==> config.mk <==
export PLATFORM = sky130hd
export DESIGN_NAME = store_unit_rmw
export DESIGN_NICKNAME = d
export VERILOG_FILES = /design/src/rtl/store_unit_rmw.sv
export SDC_FILE = /design/constraint.sdc
export NUM_CORES = 1
export LEC_CHECK = 0
export CAP_MARGIN = 20
export CORE_MARGIN = 5
export CORE_UTILIZATION = 55
export DETAILED_ROUTE_END_ITERATION = 16
export GPL_TIMING_DRIVEN = 0
export PLACE_DENSITY_LB_ADDON = 0.2
export SLEW_MARGIN = 10
export SYNTH_ARGS = -nofsm -noshare
export SYNTH_HDL_FRONTEND = slang
export SYNTH_SLANG_ARGS = --single-unit
export TNS_END_PERCENT = 10
==> constraint.sdc <==
create_clock -name iCLK -period 4.5 [get_ports iCLK]
set_input_delay 0.675 -clock iCLK [delete_from_list [all_inputs] [get_ports iCLK]]
set_output_delay 0.675 -clock iCLK [all_outputs]
set_load 0.005 [all_outputs]
==> src/rtl/store_unit_rmw.sv <==
// store_unit_rmw
//   Multi-cycle RV32I store engine (SB/SH/SW) between execute and a word-wide
//   data RAM. Sub-word stores use read-modify-write. Aligned SW is written
//   directly. Misaligned SH/SW either trap or are split across two words,
//   depending on MISALIGN_SPLIT.
// Ports
//   iCLK, iRST_N          clock, async active-low reset
//   iSTART                accept a store (sampled only when idle)
//   iFUNC3                0=SB 1=SH 2=SW, others illegal
//   iBASE, iIMM, iDATA    rs1, S-type immediate, rs2
//   oBUSY/oDONE/oFAULT    status; DONE/FAULT are 1-cycle pulses
//   oRAM_*                RAM strobes, word address, write data
//   iRAM_DATA             RAM read data, one cycle after oRAM_RD
module store_unit_rmw #(
  parameter int unsigned ADDR_W         = 8,
  parameter bit          MISALIGN_SPLIT = 1'b0
) (
  input  logic              iCLK,
  input  logic              iRST_N,
  input  logic              iSTART,
  input  logic [2:0]        iFUNC3,
  input  logic [31:0]       iBASE,
  input  logic [11:0]       iIMM,
  input  logic [31:0]       iDATA,
  output logic              oBUSY,
  output logic              oDONE,
  output logic              oFAULT,
  output logic              oRAM_CE,
  output logic              oRAM_RD,
  output logic              oRAM_WR,
  output logic [ADDR_W-1:0] oRAM_ADDR,
  input  logic [31:0]       iRAM_DATA,
  output logic [31:0]       oRAM_DATA
);

  typedef enum logic [2:0] {
    S_IDLE,
    S_READ,
    S_MERGE,
    S_WRITE,
    S_DONE,
    S_FAULT
  } state_t;

  state_t             state_q, state_d;
  logic [ADDR_W-1:0]  wa0_q, wa0_d;
  logic               second_q, second_d;
  logic [63:0]        lane_q, lane_d;
  logic [7:0]         mask_q, mask_d;
  logic [31:0]        wdata_q, wdata_d;

  // Accept-time decode, only meaningful in IDLE.
  logic [31:0]        ea;
  logic [1:0]         off;
  logic               misaligned;
  logic               illegal;
  logic [7:0]         mask_base;
  logic [ADDR_W-1:0]  cur_wa;
  logic [3:0]         sel_mask;
  logic [31:0]        sel_lane;
  logic [31:0]        merged;
  logic               unused_ea_hi;

  assign ea           = iBASE + {{20{iIMM[11]}}, iIMM};
  assign off          = ea[1:0];
  assign illegal      = (iFUNC3 > 3'd2);
  assign misaligned   = ((iFUNC3 == 3'd1) && (off == 2'd3)) ||
                        ((iFUNC3 == 3'd2) && (off != 2'd0));
  assign unused_ea_hi = ^ea[31:ADDR_W+2];

  always_comb begin
    case (iFUNC3)
      3'd0:    mask_base = 8'h01;
      3'd1:    mask_base = 8'h03;
      default: mask_base = 8'h0F;
    endcase
  end

  // Second word wraps naturally at the top of the RAM.
  assign cur_wa   = second_q ? (wa0_q + ADDR_W'(1)) : wa0_q;
  assign sel_mask = second_q ? mask_q[7:4]   : mask_q[3:0];
  assign sel_lane = second_q ? lane_q[63:32] : lane_q[31:0];

  always_comb begin
    merged = '0;
    for (int unsigned k = 0; k < 4; k++) begin
      merged[8*k +: 8] = sel_mask[k] ? sel_lane[8*k +: 8] : iRAM_DATA[8*k +: 8];
    end
  end

  always_ff @(posedge iCLK or negedge iRST_N) begin
    if (!iRST_N) begin
      state_q  <= S_IDLE;
      wa0_q    <= '0;
      second_q <= 1'b0;
      lane_q   <= '0;
      mask_q   <= '0;
      wdata_q  <= '0;
    end else begin
      state_q  <= state_d;
      wa0_q    <= wa0_d;
      second_q <= second_d;
      lane_q   <= lane_d;
      mask_q   <= mask_d;
      wdata_q  <= wdata_d;
    end
  end

  always_comb begin
    state_d   = state_q;
    wa0_d     = wa0_q;
    second_d  = second_q;
    lane_d    = lane_q;
    mask_d    = mask_q;
    wdata_d   = wdata_q;
    oBUSY     = (state_q != S_IDLE);
    oDONE     = 1'b0;
    oFAULT    = 1'b0;
    oRAM_CE   = 1'b0;
    oRAM_RD   = 1'b0;
    oRAM_WR   = 1'b0;
    oRAM_ADDR = '0;
    oRAM_DATA = '0;

    case (state_q)
      S_IDLE: begin
        if (iSTART) begin
          wa0_d    = ea[ADDR_W+1:2];
          second_d = 1'b0;
          lane_d   = {32'b0, iDATA} << {off, 3'b000};
          mask_d   = mask_base << off;
          wdata_d  = iDATA;
          if (illegal || (misaligned && !MISALIGN_SPLIT)) begin
            state_d = S_FAULT;
          end else if ((iFUNC3 == 3'd2) && (off == 2'd0)) begin
            state_d = S_WRITE;
          end else begin
            state_d = S_READ;
          end
        end
      end
      S_READ: begin
        oRAM_CE   = 1'b1;
        oRAM_RD   = 1'b1;
        oRAM_ADDR = cur_wa;
        state_d   = S_MERGE;
      end
      S_MERGE: begin
        wdata_d = merged;
        state_d = S_WRITE;
      end
      S_WRITE: begin
        oRAM_CE   = 1'b1;
        oRAM_WR   = 1'b1;
        oRAM_ADDR = cur_wa;
        oRAM_DATA = wdata_q;
        // Only a split store has mask bits in the upper word.
        if (!second_q && (mask_q[7:4] != 4'h0)) begin
          second_d = 1'b1;
          state_d  = S_READ;
        end else begin
          state_d  = S_DONE;
        end
      end
      S_DONE: begin
        oDONE   = 1'b1;
        state_d = S_IDLE;
      end
      S_FAULT: begin
        oFAULT  = 1'b1;
        state_d = S_IDLE;
      end
      default: state_d = S_IDLE;
    endcase
  end

endmodule
==> impl_results.md <==
* Status: complete, no violations
* Final worst path period need at 3.16 ns
* Count of final hold-check violations at 0
* CTS buffer count at 9
* Largest area contributor in the netlist: dfrtp_1
* Post-synth EDFFs at 0
* GR met3 Demand/Resource at 8.81%
* Fraction of the yosys area taken by sequential cells at 40.3%
* Drt total wl at 23,100 um
* Post_cts resized at 0
* Tot GR Track Use at 32.6%
* Post-synthesis register bit count at 107
* Layout fillers at 929
* Setup Viol. Count Final at 0
* Warnings, synthesis at 0
* Share of cells above drive strength 1 at 8.94%
* Sequential power share at 33.2%
* Tcrit/Tclk final at 70.3%
* Leak Pwr at 3.78 nW
* Hold_buf cts at 0
* Port buffer count at 135
* CP required at 3.83 ns
* Routability cong. at 0.955
* Final nets at 1,005
* Die Area at 14,400 um^2
* First-pass GRT wire length at 36,100 um
* IO Pins at 160
* Number of setup buffers added after CTS at 0
* Synthesized area per cell at 9.07 um^2
* Die height at 120 um
* Yosys top cell area share at 40.3%
* Iteration-0 DRC Markers at 595
* Clock skew at 0.00609 ns
* Arrival time worst endpoint at 2.49 ns
* Drt via density at 6.19
* # DRC at 0
* GR Layer Usage met2 at 52.0%
* Unique masters post-synth at 48
* Max-cap violations at 0
* Initial Utilization at 55.8%
* Top post-synthesis cells by area: dfrtp_1, mux2i_1, nand2_1
* Commonest cells post-synth: nand2_1, dfrtp_1, mux2i_1, and3_1, nor2_1
* Power per cell area at 611 nW/um^2
* DP Wirelength at 17,600 um
* DR vias at 6,386
* Initial antenna violation count at 0
* Synthesized area at 6650 um^2
* Core area at 11,900 um^2
* Met1 global-route usage at 42.5%
* Syn-to-layout area delta at 27.8%
* RSZ-0062 raised after global routing: false
* Slew HR at 55.0%
* H-tree Lvls at 3
* Net Sw Power at 2.15 mW
* Clock sinks at 107
* Peak supply drop at 0.326 mV
* Most common cell in the netlist: nand2_1
* Detail Route Antenna Nets at 0
* CTS clk-pin slew, worst paths at 0.07 ns
* Utilization after layout at 71.3%
* Root Driver: clkbuf_16
* Setup TNS Final at 0 ns
* Crit path kind: reg2out
* Largest net degree at the start of global routing at 69
* Horiz. Die Dim at 120 um
* Top fanout value on the critical path at 10
* Total grt overflow at 0
* Switch share at 41.4%
* Net count after synthesis at 858
* Number of global-route vias before repair at 6,438
* Clock latency on the worst-skew pair at 0.36 ns
* F_max at 0.316 GHz
* Pins Over Slew Limit at 0
* Post-synth ARST share at 100%
* Path type of the worst min-delay path: in2async
* Max clock buf depth at 2
* Logic gate share of total power at 51.4%
* Crit end category: output pin
* CTS tree: yes
* TritonRoute pass-1 iters at 5
* Synth Flop Type: dfrtp_1
* Syn Inst Count at 733
* DR WL/cell at 22.4 um
* Antenna Cells at 0
* Internal Pwr Total at 3.04 mW
* Crit path launch type: flip-flop
* Worst slew pin tran at 0.676 ns
* Clock share of power at 15.4%
* GRT Max-Usage Layer: met2
* Std-Cell Rows at 40
critical path, cell delays in order, from the launching register on:
cell and delay, ns:
dfrtp_1 0.38, buf_6 0.14, nand2b_1 0.17, inv_1 0.26
clkbuf_1 0.43, and3_1 0.25, clkdlybuf4s50_1 0.51
power groups by stage:
stage	combinational, mW	sequential [mW]	clock, mW
2_1_floorplan	1.72	1.62	0
4_1_cts	2.64	1.71	0.803
3_3_place_gp	2.54	1.70	0
5_1_grt	2.91	1.77	0.843
3_5_place_dp	2.62	1.73	0
6_report	2.67	1.72	0.798
sequential cells by signal, summed over array words and instances (netlist names):
name      count
state_q       3
second_q      1
mask_q        7
lane_q       56
wa0_q         8
wdata_q      32
through the flow:
| step | power [mW] | hold slack (ns) | instance area [um^2] | setup WS, ns | std cells |
|---|---|---|---|---|---|
| 3_3_place_gp | 4.24 | 0.445 | 8180 | -1.29 | 1015 |
| 2_1_floorplan | 3.34 | 0.379 | 6650 | 2.09 | 733 |
| 3_5_place_dp | 4.35 | 0.453 | 8210 | 1.17 | 1016 |
| 4_1_cts | 5.16 | 0.232 | 8490 | 1.37 | 1031 |
| 5_1_grt | 5.52 | 0.245 | 8490 | 1.25 | 1031 |
| 6_report | 5.19 | 0.215 | 8490 | 1.34 | 1031 |
cell families (layout without fill, tap and decap cells):
group           count (synthesis)  after routing  share of synthesized area [%]
flops                         107            107                           40.3
mux                            98             98                           15.2
xor+xnor                       10             10                           1.32
simple gates                  272            272                           18.8
fa+ha+maj                      11             11                           2.18
compound gates                164            164                           16.5
buf+inv                        71            222                           5.61
cells in the final DEF, fill, tap and decap left out, types with 9 or more instances in the layout:
cell type / instances
nand2_1: 148
clkdlybuf4s50_1: 134
dfrtp_1: 107
mux2i_1: 74
and3_1: 42
nor2_1: 29
clkbuf_1: 28
o211ai_1: 25
mux2_2: 24
o21ai_1: 24
nand3_1: 21
o31ai_1: 20
o21ai_0: 19
buf_2: 17
a31oi_1: 17
a211oi_1: 14
o21a_1: 12
a21o_1: 11
buf_6: 10
ha_1: 10
a21oi_1: 9
clkbuf_16: 9
layer usage:
layer  wire, um  up-vias  part of all wire (%)
li1           -     2904                     -
met1       9240     3062                    40
met2      10900      370                    47
met3       2230       50                   9.7
met4        735        0                   3.2
met5          0        -                     0
path summary, 6_finish.rpt:
check | from | endpoint | slack (ns) | cells after the start
max | state_q[2] | oRAM_DATA[17] | 1.34 | 6
min | iRST_N | wdata_q[12] | 0.21 | 1
max reg2reg | state_q[1] | wdata_q[19] | 2.49 | 6
min reg2reg | lane_q[0] | lane_q[0] | 0.46 | 2
max in group asynchronous | iRST_N | wa0_q[4] | 3.58 | 2
min in group iCLK | lane_q[0] | lane_q[0] | 0.46 | 2
final cells by class:
| cell class | instances | area [um^2] | share of cell area, % |
|---|---|---|---|
| clock buffers | 10 | 229 | 2.70 |
| multi-input cells | 555 | 3590 | 42.3 |
| repair buffers | 136 | 1380 | 16.2 |
| well taps | 147 | 184 | 2.17 |
| clock inverters | 5 | 55.1 | 0.648 |
| plain buffers | 63 | 343 | 4.04 |
| inverters | 8 | 30.0 | 0.354 |
| flip-flops and latches | 107 | 2680 | 31.5 |
Note: power is estimated with default switching activity, not from simulation.
